==> config.mk <==
export PLATFORM = sky130hd
export DESIGN_NAME = arbiter_rr_merge
export DESIGN_NICKNAME = d
export VERILOG_FILES = /design/src/rtl/arbiter_rr_merge.sv
export SDC_FILE = /design/constraint.sdc
export NUM_CORES = 1
export LEC_CHECK = 0
export CAP_MARGIN = 25
export CORE_AREA = 10 10 166 122
export CTS_CLUSTER_DIAMETER = 40
export DETAILED_ROUTE_END_ITERATION = 12
export DIE_AREA = 0 0 176 132
export HOLD_SLACK_MARGIN = 0.06
export PLACE_DENSITY = 0.82
export SYNTH_ARGS = -nofsm -noshare
export SYNTH_HDL_FRONTEND = slang
export SYNTH_SLANG_ARGS = --single-unit
==> constraint.sdc <==
create_clock -name clk -period 8.5 [get_ports clk]
set_input_delay 1.7 -clock clk [delete_from_list [all_inputs] [get_ports clk]]
set_output_delay 1.7 -clock clk [all_outputs]
set_load 0.03 [all_outputs]
==> src/rtl/arbiter_rr_merge.sv <==
// rtl/arbiter_rr_merge.sv - round-robin N:1 flit merge with a one-entry output buffer
// Optional packet lock keeps every flit of a packet contiguous on the output.
module arbiter_rr_merge #(
  parameter  int WIDTH    = 18,
  parameter  int NUM_IN   = 14,
  parameter  int PKT_LOCK = 0,
  parameter  int TAIL_BIT = 0,
  localparam int IDX_W    = $clog2(NUM_IN)
) (
  input  logic                    clk,
  input  logic                    rst,
  input  logic [NUM_IN-1:0]       in_valid,
  input  logic [NUM_IN*WIDTH-1:0] in_data,
  output logic [NUM_IN-1:0]       in_ready,
  output logic                    out_valid,
  output logic [WIDTH-1:0]        out_data,
  output logic [IDX_W-1:0]        out_src,
  input  logic                    out_ready
);

  typedef enum logic {S_OPEN, S_LOCKED} state_t;

  state_t           state_q;
  logic [IDX_W-1:0] ptr_q, ptr_d, lk_q;
  logic             out_valid_q;
  logic [WIDTH-1:0] out_data_q;
  logic [IDX_W-1:0] out_src_q;

  logic [WIDTH-1:0] flit [NUM_IN];
  logic [WIDTH-1:0] sel_data;
  logic [IDX_W-1:0] gnt_idx, cand;
  logic             gnt_valid, free, accept, sel_tail;
  int               scan;

  always_comb begin
    for (int i = 0; i < NUM_IN; i++) flit[i] = in_data[i*WIDTH +: WIDTH];
  end

  // Scan downward so the input closest to ptr (in circular order) is the last to win.
  always_comb begin
    gnt_valid = 1'b0;
    gnt_idx   = '0;
    cand      = '0;
    scan      = 0;
    if (state_q == S_LOCKED) begin
      gnt_valid = in_valid[lk_q];
      gnt_idx   = lk_q;
    end else begin
      for (int k = NUM_IN - 1; k >= 0; k--) begin
        scan = int'(ptr_q) + k;
        if (scan >= NUM_IN) scan = scan - NUM_IN;
        cand = IDX_W'(scan);
        if (in_valid[cand]) begin
          gnt_valid = 1'b1;
          gnt_idx   = cand;
        end
      end
    end
  end

  assign sel_data = flit[gnt_idx];
  assign sel_tail = sel_data[TAIL_BIT];
  assign free     = !out_valid_q || out_ready;
  assign accept   = gnt_valid && free;
  assign ptr_d    = (gnt_idx == IDX_W'(NUM_IN - 1)) ? '0 : gnt_idx + 1'b1;

  always_comb begin
    in_ready = '0;
    if (accept && !rst) in_ready[gnt_idx] = 1'b1;
  end

  // Accepts while LOCKED come only from lk, so ptr stays at lk+1 for the whole packet.
  always_ff @(posedge clk or posedge rst) begin
    if (rst) begin
      state_q     <= S_OPEN;
      ptr_q       <= '0;
      lk_q        <= '0;
      out_valid_q <= 1'b0;
      out_data_q  <= '0;
      out_src_q   <= '0;
    end else if (accept) begin
      out_valid_q <= 1'b1;
      out_data_q  <= sel_data;
      out_src_q   <= gnt_idx;
      ptr_q       <= ptr_d;
      if (PKT_LOCK != 0) begin
        case (state_q)
          S_OPEN: begin
            if (!sel_tail) begin
              state_q <= S_LOCKED;
              lk_q    <= gnt_idx;
            end
          end
          S_LOCKED: begin
            if (sel_tail) state_q <= S_OPEN;
          end
          default: state_q <= S_OPEN;
        endcase
      end
    end else if (out_ready) begin
      out_valid_q <= 1'b0;
    end
  end

  assign out_valid = out_valid_q;
  assign out_data  = out_data_q;
  assign out_src   = out_src_q;

endmodule
; After elaboration in Yosys (flattened, before gate mapping)
; Cells that the tools add are included.
; Widths: inputs -> output; s select.
[word_totals]
ff_bits = 27
in_bits = 269
output_inout_bits = 37
word_cells = 170
[op_classes]
n_addsub = 28
n_lt_le_gt_ge = 32
n_eq_ne = 1
muxes = 97
bitwise_logic = 1
n_reduce_logical = 7
[ops]
columns = op, n
row1 = $mux 4, 44
row2 = $lt 4x5->1 const B, 16
row3 = $bmux 18 s4, 1
row4 = $ge 5x4->1 const B, 13
row5 = $bmux 1 s4, 15
row6 = $sub 4x4->4 const B, 14
row7 = $mux 18, 2
row8 = $mux 1, 33
row9 = $add 4x4->5 const B, 6
row10 = $add 4x3->5 const B, 4
row11 = $mux 14, 1
row12 = $add 4x2->5 const B, 2
row13 = $add 4x1->5 const B, 1
row14 = $ge 5x5->1 const B, 1
row15 = $not 4->5, 1
row16 = $add 4x1->4 const B, 1
row17 = $demux 1 s4, 1
row18 = $eq 4x4->1 const B, 1
row19 = $ge 4x1->1 const B, 1
row20 = $ge 4x4->1 const B, 1
row21 = $logic_and 1x1->1, 3
row22 = $logic_not 1->1, 2
row23 = $reduce_bool 2->1, 1
row24 = $logic_or 1x1->1, 1

; Depth between registers and ports, before layout
; Gate-level depths: netlist of run 1.
[logic_depth]
ltp_word = 26
depth_mapped = 26
depth_no_buf = 18

; Worst setup path after synthesis of run 1
; No wires, ideal clock.
[synth_timing]
path_kind = register to output
start = register ptr_q[0]
end = output in_ready[13]
arrival_ns = 5.198
required_ns = 6.800
slack_ns = 1.602
path_stages_with_launch = 25
n_path_buf = 9
path_cell_list = dfrtp_1 -> buf_6 -> buf_6 -> buf_6 -> buf_4 -> inv_2 -> ha_1 -> buf_2 -> clkinv_1 -> buf_2 -> ha_1 -> mux2i_1 -> a31oi_4 -> mux2i_1 -> mux2i_1 -> o211ai_1 -> or3_1 -> nor4_2 -> o21ai_2 -> buf_6 -> buf_6 -> buf_6 -> or2_1 -> nand2b_1 -> nor2_1
[synth_between]
elab_chain_cells = 26
elab_cells_between_ends = 135
classes_between = add/sub (27) / order compare (16) / mux (89) / reduce/logical (3)
[synth_rtl]
columns = element, line_no
row1 = "start, declared", 24  ; logic [IDX_W-1:0] ptr_q, ptr_d, lk_q;
row2 = "start signal, assigned", 85  ; ptr_q <= ptr_d;
row3 = $add 4x4->5, 50  ; scan = int'(ptr_q) + k;
row4 = $sub 4x4->4 / $ge 5x4->1 (equally long branches), 51  ; if (scan >= NUM_IN) scan = scan - NUM_IN;
row5 = $mux 4, 51
row6 = $mux 4, 45  ; if (state_q == S_LOCKED) begin
row7 = $bmux 1 s4, 53  ; if (in_valid[cand]) begin
row8 = $mux 1 (not written as such), 53
row9 = $mux 4 (14 in a row), 53
row10 = $mux 4, 45
row11 = $lt 4x5->1 (not written as such) / $ge 4x1->1 (equally long branches), 69  ; if (accept && !rst) in_ready[gnt_idx] = 1'b1;
row12 = $logic_and 1x1->1 (not written as such), 69
row13 = $mux 1 (not written as such), 69
row14 = $demux 1 s4, 69
row15 = $mux 14 (*), 69
row16 = "end, declared", 14  ; output logic [NUM_IN-1:0] in_ready,
; Mark *: on every way between the ends. The rest lies on a longest branch, timed or not. The select of a mux whose other input is x is not followed.

; Worst setup path after layout of run 1
[layout_timing]
start = input in_valid[10]
end = output in_ready[13]
[layout_between]
elab_chain_cells = 22
elab_cells_between_ends = 68
classes_between = order compare (2) / mux (63) / reduce/logical (3)
[layout_rtl]
columns = element, line_no
row1 = "start, declared", 12  ; input logic [NUM_IN-1:0] in_valid,
row2 = $bmux 1 s4, 53
row3 = $mux 1 (not written as such), 53
row4 = $mux 4 (14 in a row), 53
row5 = $mux 4, 45
row6 = $lt 4x5->1 (not written as such) / $ge 4x1->1 (equally long branches), 69
row7 = $logic_and 1x1->1 (not written as such), 69
row8 = $mux 1 (not written as such), 69
row9 = $demux 1 s4, 69
row10 = $mux 14 (*), 69
; Marked as above.

==> metrics.md, run 1 <==
| Metric | Value |
|---|---|
| Status | `finished, final reports clean` |
| R2r startpoint | `ptr_q[1]` |
| Per-instance average area after synthesis | `slightly above 8 um^2` |
| Post-synth top cells | `148 x mux2i_1, 54 x nand2_1, 49 x mux2_2, 45 x nor2_1, 41 x o21ai_0` |
| Cts bufs inserted | `3` |
| Yosys warnings | `5` |
| Final Critical Period | `7.70 ns` |
| Core area | `around 17000 um^2` |
| Main combinational cell family by area after synthesis | `multiplexers` |
| Count leader, synth | `mux2i_1` |
| Period utilization | `0.906` |
| Critical path origin | `in_valid[10]` |
| Max_cap viols | `0` |
| # resized after CTS | `0` |
| Post-synth EDFFs | `0` |
| Area contributors post-synth | `mux2i_1 20%, dfrtp_1 9.0%, mux2_2 7.4%` |
| Final Skew | `between 0.007 and 0.008 ns` |
| Via density | `around 6.3` |
| Gpl congestion | `1.05` |
| CTS tree | `yes` |
| Startpoint Class | `primary input` |
| Synth Area in XOR/XNOR | `0.0265` |
| Final wirelength | `~36 mm` |
| Compound-Gate Fraction of Synth Area | `0.292` |
| Setup crit end kind | `primary output` |
| Worst rel slew slack | `0.398` |
| Pre-antenna DRT Iters | `6` |
| Hold buffers post-CTS | `0` |
| IO Port Bufs | `305` |
| Most used DFF post-synth | `dfrtp_1` |
| Final Hold Fails | `0` |
| H-Tree Depth | `1` |
| Library cells used by synthesis | `93` |
| Synth Area in Simple Gates | `0.165` |
| Adder-cell share of the synthesized area | `0.0377` |
| Chip height | `132 um` |
| Class of the most critical setup path | `primary input to primary output` |
| Design area | `~11000 um^2` |
| GRT overflow | `0` |
| Area Overhead vs Synth | `43.3%` |
| Total track usage | `0.297` |
| Fillers | `1532` |
| Mux cell area share after synthesis | `0.316` |
| Core Rows | `40` |
| Critical Path AT | `6.00 ns` |
| Yosys top cell by area | `mux2i_1` |
| Measured slew at the worst slew-check pin | `0.878 ns` |
| DP Area | `10700 um^2` |
| Skew-Pair Late Insertion Delay | `0.28 ns` |
| Setup violators final | `0` |
| Top Ports | `306` |
| Worst min-delay path category | `flop to flop` |
| Wire per inst | `25.7 um` |
| Initial antenna violation count | `3` |
| Final HPWL DP | `30.4 mm` |
| Layout cells sized above 1 | `0.120` |
| RSZ-0062 raised after global routing | `false` |
| Synthesized cell area | `roughly 7500 um^2` |
| WP data required | `6.80 ns` |
| Slew Limit Fails | `0` |
| Clock-pin transition on the worst setup and hold timing paths | `0.08 ns` |
| Nets@finish | `approximately 1500` |
| Asr flop ratio synth | `1.00` |
| #FFs+latches synth | `27` |
| Clock root buffer | `clkbuf_16` |
| Die area | `23200 um^2` |
| Post-synth net total | `approximately 1200` |
| Horiz. Die Dim | `176 um` |
| Largest net degree at the start of global routing | `55` |
| Clock Path Buffers | `2` |
| Post-Syn Instances | `917` |
| CTS Sinks | `27` |
| Post-CTS setup buffer count | `0` |
| Crit Path Max Fanout | `9` |
| Post-route ant nets | `0` |
| Seq/Total Area, Yosys | `0.0900` |
| Fin Setup TNS | `0 ns` |
| Vias in the first global route | `slightly below 9000` |
| Vias | `8904` |
| Synth top area share | `0.197` |
| DRC viols | `0` |
| Hold Startpoint | `out_data[2]` |
| Max Clk Rate | `0.130 GHz` |
| Starting Density | `0.444` |
| First-pass GRT wire length | `54.2 mm` |
| DRT iter0 DRCs | `921` |
==> path summary, 6_finish.rpt <==
kind / slack, ns / depth (start not counted) / endpoint
min reg2reg: 0.50 / 1 / out_data[2]
max in group asynchronous: 6.41 / 3 / ptr_q[0]
min: 0.50 / 1 / out_data[2]
max: 0.80 / 15 / in_ready[13]
max reg2reg: 1.85 / 19 / out_data[2]
min in group asynchronous: 1.79 / 3 / out_data[2]
==> cell type report <==
type,count,area (um^2),share of cell area
Clock inverter,1,8.76,0.000814
Tap cell,231,289,0.0269
Inverter,31,116,0.0108
Sequential cell,27,677,0.0629
Antenna cell,3,7.51,0.000698
Timing Repair Buffer,335,3270,0.304
Clock buffer,3,75.1,0.00698
Multi-Input combinational cell,790,6310,0.587
==> cell families after synthesis <==
| logic type | Yosys count |
|---|---|
| compound gates | 295 |
| simple gates | 240 |
| mux | 215 |
| buf+inv | 100 |
| flops | 27 |
| fa+ha+maj | 22 |
| xor+xnor | 18 |
==> through the flow <==
step,util,hold WS [ns],setup WS [ns],cells
detailed placement,0.630,0.486,0.871,1414
CTS,0.635,0.505,0.852,1418
global placement,0.630,0.481,0.972,1414
global route,0.636,0.511,0.488,1420
floorplan,-,0.669,1.60,917
finish,0.636,0.505,0.799,1421
==> critical path, stage by stage <==
cell             delay [ns]
clkdlybuf4s50_1        0.50
mux2i_1                0.74
nor3_1                 0.14
a31oi_1                0.20
mux2i_1                0.13
o22ai_1                0.24
buf_4                  0.19
o2111ai_1              0.14
o2111a_1               0.30
nor4_2                 0.32
inv_1                  0.09
or2_1                  0.29
nand2b_1               0.21
nor2_1                 0.11
clkdlybuf4s50_1        0.70
==> state kept, by name (all words and copies together), names as in the netlist <==
name	count
out_data	18
out_src	4
out_valid	1
ptr_q	4
==> placed cells by master (no fill, tap or decap), drive strengths merged, types with 14 or more instances in the layout <==
cell type and n:
nand2 56, a31oi 21, dfrtp 27, mux2 55
o22ai 27, nor2 46, o32a 16, buf 43
o21ai 46, o211ai 18, mux2i 149, o21a 14
ha 21, clkdlybuf4s50 292, inv 30, nand3 27
and2 20, a21oi 40, nor3 17, a211oi 18
xnor2 15
==> per-layer routing <==
layer | vias up | wire length (um) | global-route usage
li1 | 4126 | - | -
met2 | 492 | 17300 | 0.488
met1 | 4225 | 14600 | 0.372
met4 | 2 | 871 | 0.0667
met5 | - | 13 | 0
met3 | 59 | 3710 | 0.0873
Power of run 1 is not shown: default switching activity piles up to over one toggle a cycle in this logic, so the estimate is an artifact.
==> inputs of run 2 (changes only) <==
CORE_AREA = 10 10 158 116   (was 10 10 166 122)
DIE_AREA = 0 0 168 126   (was 0 0 176 132)
DONT_BUFFER_PORTS = 1   (was default)
PLACE_DENSITY = default   (was 0.82)
TNS_END_PERCENT = 100   (was default)
==> run 2 against run 1 <==
Net effect: clock-buffer cell count rose by 1; critical path depth rose by 4; critical path type is now flop to primary output; sequential share of layout area rose by 2.5 points; via count fell by 11%; non-clock buffer count fell by 297; flip-flop and latch count did not move.
==> metrics.md, run 2 (synthesized netlist as in run 1, its figures left out) <==
| Metric | Value |
|---|---|
| Delay-heaviest family, CP | `compound AO/OA/AOI/OAI gates` |
| Wire per inst | `30.1 um` |
| First-pass GRT wire length | `48.4 mm` |
| Total track usage | `0.284` |
| Final wirelength | `32.8 mm` |
| Worst path depth | `19` |
| DRT iter0 DRCs | `about 1000` |
| R2R depth | `21` |
| WHS Endpoint | `out_src[2]` |
| Vias in the first global route | `7588` |
| Clock root buffer | `clkbuf_16` |
| Hold buffers post-CTS | `0` |
| Most common cell on crit path | `buf_4` |
| Max reg flops | `18` |
| Most used routing layer | `met2` |
| Critical path origin | `ptr_q[1]` |
| Final Hold Fails | `0` |
| Most frequent cells in the layout | `148 x mux2i_1, 54 x nand2_1, 49 x mux2_2` |
| Final Skew | `0.00488 ns` |
| Hold Startpoint | `out_src[2]` |
| Nets@finish | `1182` |
| Max Clk Rate | `0.129 GHz` |
| Worst rel slew slack | `0.318` |
| Fin Setup TNS | `0 ns` |
| Ant diodes | `0` |
| Most common cell after layout, fill and taps aside | `mux2i_1` |
| Max_cap viols | `0` |
| R2r setup slk | `1.14 ns` |
| Post-CTS setup buffer count | `0` |
| DRC viols | `0` |
| Buf/Inv on CP | `4` |
| GRT overflow | `0` |
| Class of the most critical setup path | `flop to primary output` |
| Setup violators final | `0` |
| IO Port Bufs | `0` |
| Critical path, cell by cell | `buf_4 > ha_1 > buf_4 > xor2_4 > inv_2 > ha_1 > mux4_2 > nand2_1 > a211oi_1 > o22ai_1 > and3_1 > nor3_1 > o31a_1 > o31ai_1 > o21ai_4 > nor2_2 > nand2_1 > nor2_1 > buf_4` |
| Post-route ant nets | `0` |
| Final Critical Period | `just under 8 ns` |
| R2r startpoint | `ptr_q[1]` |
| Startpoint Class | `flop` |
| Core Rows | `38` |
| Critical Path AT | `6.08 ns` |
| Via density | `approximately 7.3` |
| RSZ-0062 raised after global routing | `false` |
| CTS Sinks | `27` |
| Largest net degree at the start of global routing | `65` |
| Gpl congestion | `roughly 0.99` |
| Core area | `15300 um^2` |
| Setup crit end kind | `primary output` |
| Depth of the worst hold-timing path | `2` |
| Skew-Pair Late Insertion Delay | `around 0.27 ns` |
| Met2 Use GR | `0.432` |
| Slowest cell on crit path | `o22ai_1` |
| RR Endpoint | `out_data[8]` |
| Worst min-delay path category | `flop to flop` |
| Grt met3 use | `0.103` |
| Top Ports | `306` |
| Measured slew at the worst slew-check pin | `about 1.0 ns` |
| Layout cells sized above 1 | `0.154` |
| Crit Path Max Fanout | `41` |
| Horiz. Die Dim | `168 um` |
| Met1 usage | `0.383` |
| Clock Path Buffers | `2` |
| Vias | `7942` |
| Worst path max stage delay | `0.51 ns` |
| Clock-pin transition on the worst setup and hold timing paths | `0.07 ns` |
| Status | `finished, final reports clean` |
| Starting Density | `0.492` |
| # resized after CTS | `0` |
| Slew Limit Fails | `0` |
| WP data required | `6.80 ns` |
| Cts bufs inserted | `3` |
| Final HPWL DP | `between 20 and 30 mm` |
| Final core utilization | `0.506` |
| Pre-antenna DRT Iters | `6` |
| H-Tree Depth | `1` |
| Chip height | `between 100 and 150 um` |
| Initial antenna violation count | `0` |
| CTS tree | `yes` |
| Area Overhead vs Synth | `2.87%` |
| Period utilization | `0.915` |
| Die area | `21200 um^2` |
[run 2: cell count changes in the layout (fill, tap and decap cells not counted)]
cell	change
clkbuf_1	+1
buf_12	-2
inv_6	-1
clkdlybuf4s50_1	-292
diode_2	-3
buf_4	-3
[run 2: how the worst max path moves through the flow]
| stage | slack [ns] | endpoint |
|---|---|---|
| floorplan | 1.60 | in_ready[13] |
| global placement | 1.30 | in_ready[1] |
| detailed placement | 1.24 | in_ready[1] |
| CTS | 0.94 | in_ready[4] |
| global route | 0.47 | in_ready[0] |
| finish | 0.72 | in_ready[4] |
[run 2: cell type report]
class / count / area, um^2
sequential: 27 / 677
timing repair buffer: 38 / 285
clock buffer: 4 / 78.8
inverter: 31 / 116
fill: 1432 / 7540
tap: 200 / 250
multi-input combinational: 790 / 6310
[run 2: metrics by stage]
| stage | hold slack [ns] | setup slack, ns | cell area (um^2) | cells |
|---|---|---|---|---|
| after global routing | 0.762 | 0.473 | 7720 | 1090 |
| after global placement | 0.703 | 1.30 | 7640 | 1086 |
| after detailed placement | 0.720 | 1.24 | 7640 | 1086 |
| after floorplan | 0.669 | 1.60 | 7500 | 917 |
| final | 0.730 | 0.721 | 7720 | 1090 |
| after CTS | 0.736 | 0.940 | 7720 | 1090 |
[run 2: metal layers]
layer | up-vias | part of all wire
met4 | 0 | 0.013
met2 | 528 | 0.44
met1 | 3847 | 0.42
met3 | 46 | 0.13
li1 | 3521 | -
met5 | - | 0
[run 2: worst register-to-register path, cell delays in order, from the launching register on]
cell and delay [ns]:
dfrtp_1 0.35, buf_4 0.40, ha_1 0.24, buf_4 0.29
xor2_4 0.33, inv_2 0.22, ha_1 0.49, mux4_2 0.34
nand2_1 0.11, a211oi_1 0.07, o22ai_1 0.51, nand3_1 0.21
nor4_1 0.57, o31a_1 0.19, o31ai_1 0.10, o21ai_4 0.62
buf_4 0.41, buf_4 0.68, nand2_2 0.30, o211ai_1 0.25
o221ai_1 0.19, o32a_1 0.36
Power of run 2 is left out for the same reason.
==> inputs of run 3 (changes only) <==
clock period = 8.75 ns   (was 8.5 ns; I/O delays follow)
==> run 3 against run 2 <==
Net effect: flip-flop and latch count did not move; clock skew fell by 0.0027 ns; non-clock buffer count rose by 6; critical path type unchanged.
==> metrics.md, run 3 (synthesized netlist as in run 1, its figures left out) <==
| Metric | Value |
|---|---|
| Final wirelength | `33.8 mm` |
| Startpoint Class | `flop` |
| Layout cells sized above 1 | `0.160` |
| Max Clk Rate | `between 0.1 and 0.15 GHz` |
| Skew-Pair Late Insertion Delay | `around 0.27 ns` |
| R2r setup slk | `2.33 ns` |
| Worst min-delay path category | `flop to flop` |
| Pre-antenna DRT Iters | `5` |
| Period utilization | `0.863` |
| Buf/Inv on CP | `4` |
| Final Hold Fails | `0` |
| R2r startpoint | `ptr_q[1]` |
| WHS Endpoint | `out_src[0]` |
| # resized after CTS | `0` |
| Depth of the worst hold-timing path | `2` |
| Worst rel slew slack | `0.325` |
| Hold buffers post-CTS | `0` |
| Clock root buffer | `clkbuf_16` |
| Critical Path AT | `between 5 and 6 ns` |
| Final Critical Period | `about 7.6 ns` |
| Fin Setup TNS | `0 ns` |
| Most common cell after layout, fill and taps aside | `mux2i_1` |
| Fin Hold WS | `0.733 ns` |
| H-Tree Depth | `1` |
| Delay-heaviest family, CP | `simple AND/OR/NAND/NOR gates` |
| Horiz. Die Dim | `168 um` |
| Post-CTS setup buffer count | `0` |
| Non-Filler Instances | `1097` |
| Critical path, cell by cell | `clkinv_1 > ha_1 > buf_4 > ha_1 > a21o_1 > a211oi_1 > or4_1 > and2_1 > a221oi_1 > o211a_1 > o21ai_1 > a21oi_1 > buf_4 > nand2_1 > nor2_1 > buf_4` |
| Top Ports | `306` |
| Hold Startpoint | `out_src[0]` |
| Chip height | `126 um` |
| Most frequent cells in the layout | `148 x mux2i_1, 54 x nand2_1, 49 x mux2_2` |
| IO Port Bufs | `0` |
| Largest net degree at the start of global routing | `between 60 and 70` |
| WP data required | `7.00 ns` |
| Final Skew | `0.00217 ns` |
| Wire per inst | `30.8 um` |
| Final HPWL DP | `~27 mm` |
| Via density | `~7.2` |
| Worst path max stage delay | `0.80 ns` |
| Core area | `15300 um^2` |
| DRT iter0 DRCs | `847` |
| CTS Sinks | `27` |
| DRC viols | `0` |
| Slowest cell on crit path | `ha_1` |
| Starting Density | `0.492` |
| CTS tree | `yes` |
| First-pass GRT wire length | `49.3 mm` |
| RSZ-0062 raised after global routing | `false` |
| Area Overhead vs Synth | `3.50%` |
| Vias in the first global route | `7549` |
| Initial antenna violation count | `4` |
| Class of the most critical setup path | `flop to primary output` |
| Crit Path Max Fanout | `17` |
| Most common cell on crit path | `buf_4` |
| Max reg flops | `18` |
| RR Endpoint | `out_data[8]` |
| Status | `finished, final reports clean` |
| Placed cells | `approximately 1100` |
| Measured slew at the worst slew-check pin | `0.984 ns` |
| Cts bufs inserted | `3` |
| Setup violators final | `0` |
| R2R depth | `20` |
| Die area | `21200 um^2` |
| Clock Path Buffers | `2` |
| Max_cap viols | `0` |
| Setup crit end kind | `primary output` |
| Vias | `7925` |
| Gpl congestion | `1.06` |
| GRT overflow | `0` |
| Total track usage | `0.293` |
| Slew Limit Fails | `0` |
| Clock-pin transition on the worst setup and hold timing paths | `0.07 ns` |
| Post-route ant nets | `0` |
| Core Rows | `38` |
| Nets@finish | `between 1000 and 1500` |
-- run 3: changes by cell type in the layout (fill, tap and decap cells not counted), sizes merged --
| cell | delta |
|---|---|
| diode | +1 |
| buf | +6 |
-- run 3: stage by stage --
stage / area [um^2] / util / setup slack, ns
after floorplan: 7500 / - / 1.80
after global placement: 7680 / 0.504 / 1.62
after detailed placement: 7680 / 0.504 / 1.60
after CTS: 7760 / 0.509 / 1.31
after global routing: 7760 / 0.509 / 0.865
final: 7770 / 0.509 / 1.20
-- run 3: metal layers --
metal,track usage,part of all wire
met1,0.403,0.43
met4,0.0470,0.016
met5,0,0
met3,0.115,0.14
met2,0.428,0.42
-- run 3: worst max path at each step --
| stage | start | to | slack (ns) | cells past startpoint |
|---|---|---|---|---|
| after floorplan | ptr_q[0] | in_ready[13] | 1.80 | 24 |
| after global placement | in_valid[2] | in_ready[1] | 1.62 | 16 |
| after detailed placement | in_valid[2] | in_ready[1] | 1.60 | 16 |
| after CTS | ptr_q[1] | in_ready[1] | 1.31 | 16 |
| after global routing | ptr_q[1] | in_ready[1] | 0.87 | 19 |
| final | ptr_q[1] | in_ready[1] | 1.20 | 16 |
-- run 3: area by class of cell --
class | instances | area (um^2)
inverter | 31 | 116
antenna | 1 | 2.50
clock buffer | 4 | 78.8
multi-input combinational | 790 | 6310
fill | 1462 | 7500
timing repair buffer | 44 | 330
sequential | 27 | 677
tap | 200 | 250
-- run 3: worst min-delay path, stage by stage (launching register included) --
cell     delay (ns)
dfrtp_1        0.50
inv_1          0.08
o21ai_0        0.09
Power of run 3 is left out for the same reason.
